### src/rtl/turn_ctrl.sv
// Turn sequencer for check_win: debounces the button, validates the card, strobes B, advances the player.
// Optional per-turn idle timeout is built only when TURN_TIMEOUT_EN is defined.
module turn_ctrl #(
    parameter int NUM_PLAYERS    = 4,
    parameter int DB_CYCLES      = 250000,
    parameter int DB_W           = 18,
    parameter int MAX_CARD       = 23,
    parameter int TIMEOUT_CYCLES = 50000000
) (
    input  logic       clk,
    input  logic       rst,
    input  logic       btn_raw,
    input  logic [4:0] sel_card,
    input  logic       match,
    input  logic       W,
    output logic [1:0] T,
    output logic [4:0] N,
    output logic       B,
    output logic       game_over,
    output logic       reject,
    output logic       timeout
);

    typedef enum logic [2:0] {
        WAIT_PRESS,
        DEBOUNCE,
        ISSUE,
        EVAL,
        WAIT_RELEASE,
        GAME_OVER
    } state_t;

    state_t          state;
    logic            sync1;
    logic            btn_s;
    logic [DB_W-1:0] db_cnt;

    function automatic logic [1:0] next_player(input logic [1:0] p);
        return (p == 2'(NUM_PLAYERS - 1)) ? 2'd0 : p + 2'd1;
    endfunction

`ifdef TURN_TIMEOUT_EN
    localparam int TO_W = $clog2(TIMEOUT_CYCLES + 1);

    logic [TO_W-1:0] to_cnt;
    logic            to_fire;

    assign to_fire = ((state == WAIT_PRESS) || (state == DEBOUNCE)) &&
                     (to_cnt == TO_W'(TIMEOUT_CYCLES - 1));
`else
    assign timeout = 1'b0;
`endif

    always_ff @(posedge clk) begin
        if (rst) begin
            state     <= WAIT_PRESS;
            sync1     <= 1'b0;
            btn_s     <= 1'b0;
            db_cnt    <= '0;
            T         <= '0;
            N         <= '0;
            B         <= 1'b0;
            game_over <= 1'b0;
            reject    <= 1'b0;
`ifdef TURN_TIMEOUT_EN
            timeout   <= 1'b0;
            to_cnt    <= '0;
`endif
        end else begin
            sync1  <= btn_raw;
            btn_s  <= sync1;
            B      <= 1'b0;
            reject <= 1'b0;

            case (state)
                WAIT_PRESS: begin
                    if (btn_s) begin
                        db_cnt <= '0;
                        state  <= DEBOUNCE;
                    end
                end
                DEBOUNCE: begin
                    if (!btn_s) begin
                        db_cnt <= '0;
                        state  <= WAIT_PRESS;
                    end else if (db_cnt == DB_W'(DB_CYCLES - 1)) begin
                        if (sel_card <= 5'(MAX_CARD)) begin
                            N     <= sel_card;
                            B     <= 1'b1;
                            state <= ISSUE;
                        end else begin
                            reject <= 1'b1;
                            state  <= WAIT_RELEASE;
                        end
                    end else begin
                        db_cnt <= db_cnt + 1'b1;
                    end
                end
                ISSUE: state <= EVAL;
                EVAL: begin
                    if (W) begin
                        game_over <= 1'b1;
                        state     <= GAME_OVER;
                    end else begin
                        if (!match) T <= next_player(T);
                        state <= WAIT_RELEASE;
                    end
                end
                WAIT_RELEASE: begin
                    if (!btn_s) state <= WAIT_PRESS;
                end
                GAME_OVER: state <= GAME_OVER;
                default:   state <= WAIT_PRESS;
            endcase

`ifdef TURN_TIMEOUT_EN
            // Counter idles at zero outside WAIT_PRESS/DEBOUNCE, which covers the B, reject and T-change clears.
            timeout <= 1'b0;
            if ((state == WAIT_PRESS) || (state == DEBOUNCE)) to_cnt <= to_cnt + 1'b1;
            else to_cnt <= '0;

            // Timeout overrides whatever the FSM decided this cycle, including a same-cycle accept.
            if (to_fire) begin
                timeout <= 1'b1;
                T       <= next_player(T);
                N       <= N;
                B       <= 1'b0;
                reject  <= 1'b0;
                db_cnt  <= '0;
                to_cnt  <= '0;
                state   <= WAIT_PRESS;
            end
`endif
        end
    end

endmodule

### config.mk
export PLATFORM = sky130hd
export DESIGN_NAME = turn_ctrl
export DESIGN_NICKNAME = d
export VERILOG_FILES = /design/src/rtl/turn_ctrl.sv
export SDC_FILE = /design/constraint.sdc
export NUM_CORES = 1
export LEC_CHECK = 0
export ABC_AREA = 1
export BUFFER_PORTS_ARGS = -buffer_cell sky130_fd_sc_hd__buf_4
export CORE_ASPECT_RATIO = 0.5
export CORE_UTILIZATION = 50
export DETAILED_ROUTE_END_ITERATION = 8
export GPL_ROUTABILITY_DRIVEN = 0
export PLACE_DENSITY = 0.73
export SETUP_SLACK_MARGIN = 0.05
export SYNTH_ARGS = -nofsm -noshare
export SYNTH_HDL_FRONTEND = slang
export SYNTH_SLANG_ARGS = --single-unit
export TNS_END_PERCENT = 30
### constraint.sdc
create_clock -name clk -period 1.9 [get_ports clk]
set_input_delay 0.19 -clock clk [delete_from_list [all_inputs] [get_ports clk]]
set_output_delay 0.19 -clock clk [all_outputs]
set_load 0.02 [all_outputs]
==> run summary <==
POWER
----------------------------------------------------------------------------------------------------
Areal power density over the cells                                                        672 nW/µm²
Switching power as a share of total power                                                      23.8%
Leakage power of the design                                                                 0.993 nW
Switching power                                                                             0.364 mW
Combinational share of power                                                                    7.3%
Flop pwr share                                                                                 46.1%
Internal power contribution                                                                  1.17 mW
Max VDD drop                                                                                0.364 mV
Clock network fraction of design power                                                         46.6%

ROUTING
----------------------------------------------------------------------------------------------------
Count of unresolved DRC violations after routing                                                   0
Total length of routed wires                                                                 4580 µm
Remaining antenna violation count after routing                                                    0
Detailed-route via count                                                                        1928
Initial DRC count                                                                                167
Average vias per placed instance                                                                5.30
Wire length per cell after detailed routing                                                  12.6 µm
Number of search-and-repair iterations in the first detailed-routing pass                          4

LOGIC SYNTHESIS
----------------------------------------------------------------------------------------------------
Flop and latch count out of synthesis                                                             33
Post-Synthesis Net Count                                                                         301
Commonest register cell after synthesis                                                      dfxtp_1
Post-synthesis average cell area                                                            6.78 µm²
Synth area leader                                                                            dfxtp_1
Top cells by area, synth                                                                dfxtp_1 34%, nand2_1 11%, nor2_1 8.8%
Number of enable flip-flop cells after synthesis                                                   0
Post-synth design cell area                                                                 1960 µm²
Number of synthesis warnings                                                                       0
Count of distinct cell types in the synthesized netlist                                           35
Library cell with the highest instance count after synthesis                                 nand2_1
Fraction of post-synthesis cell area in the top cell type by area                              33.7%
Share of the yosys chip area belonging to registers                                            33.7%
Async S/R FF share, synth                                                                         0%
Synth cell count leaders                                                                55 x nand2_1, 46 x nor2_1, 33 x dfxtp_1
Post-synthesis instance total                                                                    289

MIN PATH
----------------------------------------------------------------------------------------------------
Min-Delay Path Depth                                                                               3
Type of the most critical hold path                                                     primary input to register
Hold_sp                                                                                      btn_raw
Hold Crit Endpoint                                                                             sync1

DIE
----------------------------------------------------------------------------------------------------
Die span in y                                                                                46.3 µm
Core outline area                                                                           3580 µm²
Die Span X                                                                                   90.5 µm
# rows                                                                                            15
Area of the die                                                                             4190 µm²
Effective utilization at floorplan                                                             54.6%
# IOs                                                                                             21

TIMING
----------------------------------------------------------------------------------------------------
Unrepaired setup endpoints after global routing                                                  yes
Setup TNS                                                                                       0 ns
Fmax                                                                                         595 MHz
Post-route fraction of the period consumed by the critical path                                88.4%
Final count of pins violating max slew                                                             0
Tmin final                                                                                   1.68 ns
Largest clock skew in the final design                                                    0.00522 ns
Endpoints failing setup                                                                            0
Fin. Hold Viols                                                                                    0

FINISH
----------------------------------------------------------------------------------------------------
Net count reported at finish                                                                     324
Count of inserted antenna diode cells                                                              0
Fraction of layout cells with a size suffix above 1                                            19.8%
Cell Count, Final, Fillers Out                                                                   364
Area growth from synthesis to final layout                                                     16.3%
Total of fill cells in the finished design                                                       329

WORST SETUP PATH
----------------------------------------------------------------------------------------------------
Launching element of the worst setup path                                                  db_cnt[0]
R2r endpoint                                                                              db_cnt[16]
Cell repeated most along the worst path                                                       nor2_1
Slowest cell on the critical path                                                            dfxtp_1
RR Startpoint                                                                              db_cnt[0]
Worst path cell trace                                                                   ha_1, nand2_1, nor2_2, nand2_1, nor2_1, nand4_1, nor2_1, nor2_1
Max Fanout on Critical Path                                                                        5
Worst endpoint required time                                                                 2.10 ns
Crit Path Class                                                                         register to register
Reg-to-reg slack, setup                                                                      0.22 ns
Arrival time at the worst endpoint                                                           1.88 ns
Kind of start point of the critical path                                                    register
Capturing element type of the critical path                                                 register
Critical Path Max Stage Delay                                                                0.38 ns
R2R depth                                                                                          8

GLOBAL ROUTE
----------------------------------------------------------------------------------------------------
Final global-route overflow total                                                                  0
Pin count of the biggest net entering global routing                                              17
Total routing resource utilization after global routing                                        23.5%
Initial antenna violation count                                                                    0
Met3 track utilization from global routing                                                     7.43%
Met1 Track Usage GR                                                                            29.2%
GR Layer Usage met2                                                                            39.4%
Via count of the first global-routing pass                                                      1672
Busiest layer in global routing                                                                 met2
Global-route wire length before repair                                                       7470 µm

CLOCKING
----------------------------------------------------------------------------------------------------
Clock-pin slew reported for the worst setup and hold paths after clock tree synthesis        0.08 ns
Total of hold buffers inserted after clock tree synthesis                                          0
Total CTS buffers                                                                                  5
Number of buffers on the longest clock path                                                        2
H-Tree Depth                                                                                       2
Master cell of the clock root buffer                                                        clkbuf_8
Number of clock sinks                                                                             33
Number of buffers inserted by post-CTS setup repair                                                0
Clock tree from TritonCTS                                                                        yes
Worst-Skew Late Latency                                                                      0.29 ns

PLACEMENT
----------------------------------------------------------------------------------------------------
Number of placed cells counting well taps                                                        356
Post-detail-place hpwl                                                                       3420 µm
Port Buffers                                                                                      19

STATUS
----------------------------------------------------------------------------------------------------
Result of the run                                                                       finished, final reports clean

RUN
----------------------------------------------------------------------------------------------------
Maxcap violations                                                                                  0

## per-stage QoR
| step | util [%] | hold slack [ns] | setup WS, ns | power (mW) | instance area [µm²] |
|---|---|---|---|---|---|
| detailed placement | 59.7 | 0.398 | 0.133 | 0.829 | 2140 |
| finish | 63.5 | 0.0963 | 0.220 | 1.53 | 2280 |
| global route | 63.5 | 0.123 | 0.0466 | 1.58 | 2280 |
| global placement | 59.7 | 0.389 | 0.207 | 0.826 | 2140 |
| floorplan | - | 0.259 | 0.438 | 0.798 | 1960 |
| CTS | 63.1 | 0.0944 | 0.120 | 1.53 | 2260 |
## power by group through the flow
| stage | Sequential [mW] | Clock [mW] | Combinational (mW) |
|---|---|---|---|
| CTS | 0.706 | 0.721 | 0.108 |
| finish | 0.706 | 0.713 | 0.111 |
| detailed placement | 0.722 | 0 | 0.107 |
| global route | 0.707 | 0.751 | 0.122 |
| global placement | 0.721 | 0 | 0.105 |
| floorplan | 0.718 | 0 | 0.0801 |
## timing repair
item | 4_1_cts | 5_1_grt
hold endpoints to repair | 0 | 0
setup endpoints to repair | 0 | 13
resized for setup | 0 | 2
## kinds of logic after synthesis
kind of cell / synth area share (%)
XOR/XNOR: 0.895
adder cells (fa/ha/maj): 1.28
flip-flops: 33.7
buffers and inverters: 11.0
AO/OA/AOI/OAI: 10.2
other: 0.192
AND/OR/NAND/NOR: 42.7
## cell usage in the layout, fill, tap and decap left out
cell type / count
a21oi_1: 15
buf_4: 24
bufinv_16: 1
clkbuf_8: 6
clkinv_1: 3
clkinvlp_4: 1
conb_1: 1
dfxtp_1: 33
ha_1: 2
inv_1: 31
inv_2: 7
nand2_1: 55
nand2_2: 1
nand2_4: 1
nand2_8: 1
nand3_1: 26
nand3_2: 1
nand3_4: 2
nand3b_1: 1
nand4_1: 15
nand4_2: 1
nor2_1: 46
nor2_2: 3
nor2_4: 2
nor2_8: 2
nor3_1: 6
nor3_2: 1
o211a_1: 1
o21a_1: 1
o21ai_0: 5
o21ai_1: 5
o21ai_2: 4
o21bai_1: 1
o31ai_1: 2
or2_2: 4
xor2_1: 2
## per-layer routing
metal,up-vias,wire length (µm)
met4,0,63
met2,69,2020
li1,986,-
met1,863,2120
met5,-,0
met3,10,374
## area by class of cell
type	count	area (µm²)	area share, %
Timing Repair Buffer	24	180	7.91
Tap cell	51	63.8	2.80
Sequential cell	33	661	29.0
Clock buffer	6	82.6	3.63
Clock inverter	2	37.5	1.65
Inverter	41	154	6.76
Multi-Input combinational cell	207	1100	48.2
## critical path, delay by kind of cell, from the launching register on
family / cells / cell delay (ns)
and+or+nand+nor: 7 / 0.95
DFF: 1 / 0.38
adders and majority gates: 1 / 0.26
## how the worst max path moves through the flow
stage                  to
2_1_floorplan        N[3]
3_3_place_gp   db_cnt[15]
3_5_place_dp   db_cnt[15]
4_1_cts        db_cnt[15]
5_1_grt        db_cnt[12]
6_report       db_cnt[16]
## flip-flops by register name, summed over array words and instances, names as in the netlist
register   count
B              1
N              5
T              2
btn_s          1
db_cnt        18
game_over      1
reject         1
state          3
sync1          1
Note: power is estimated with default switching activity, not from simulation.
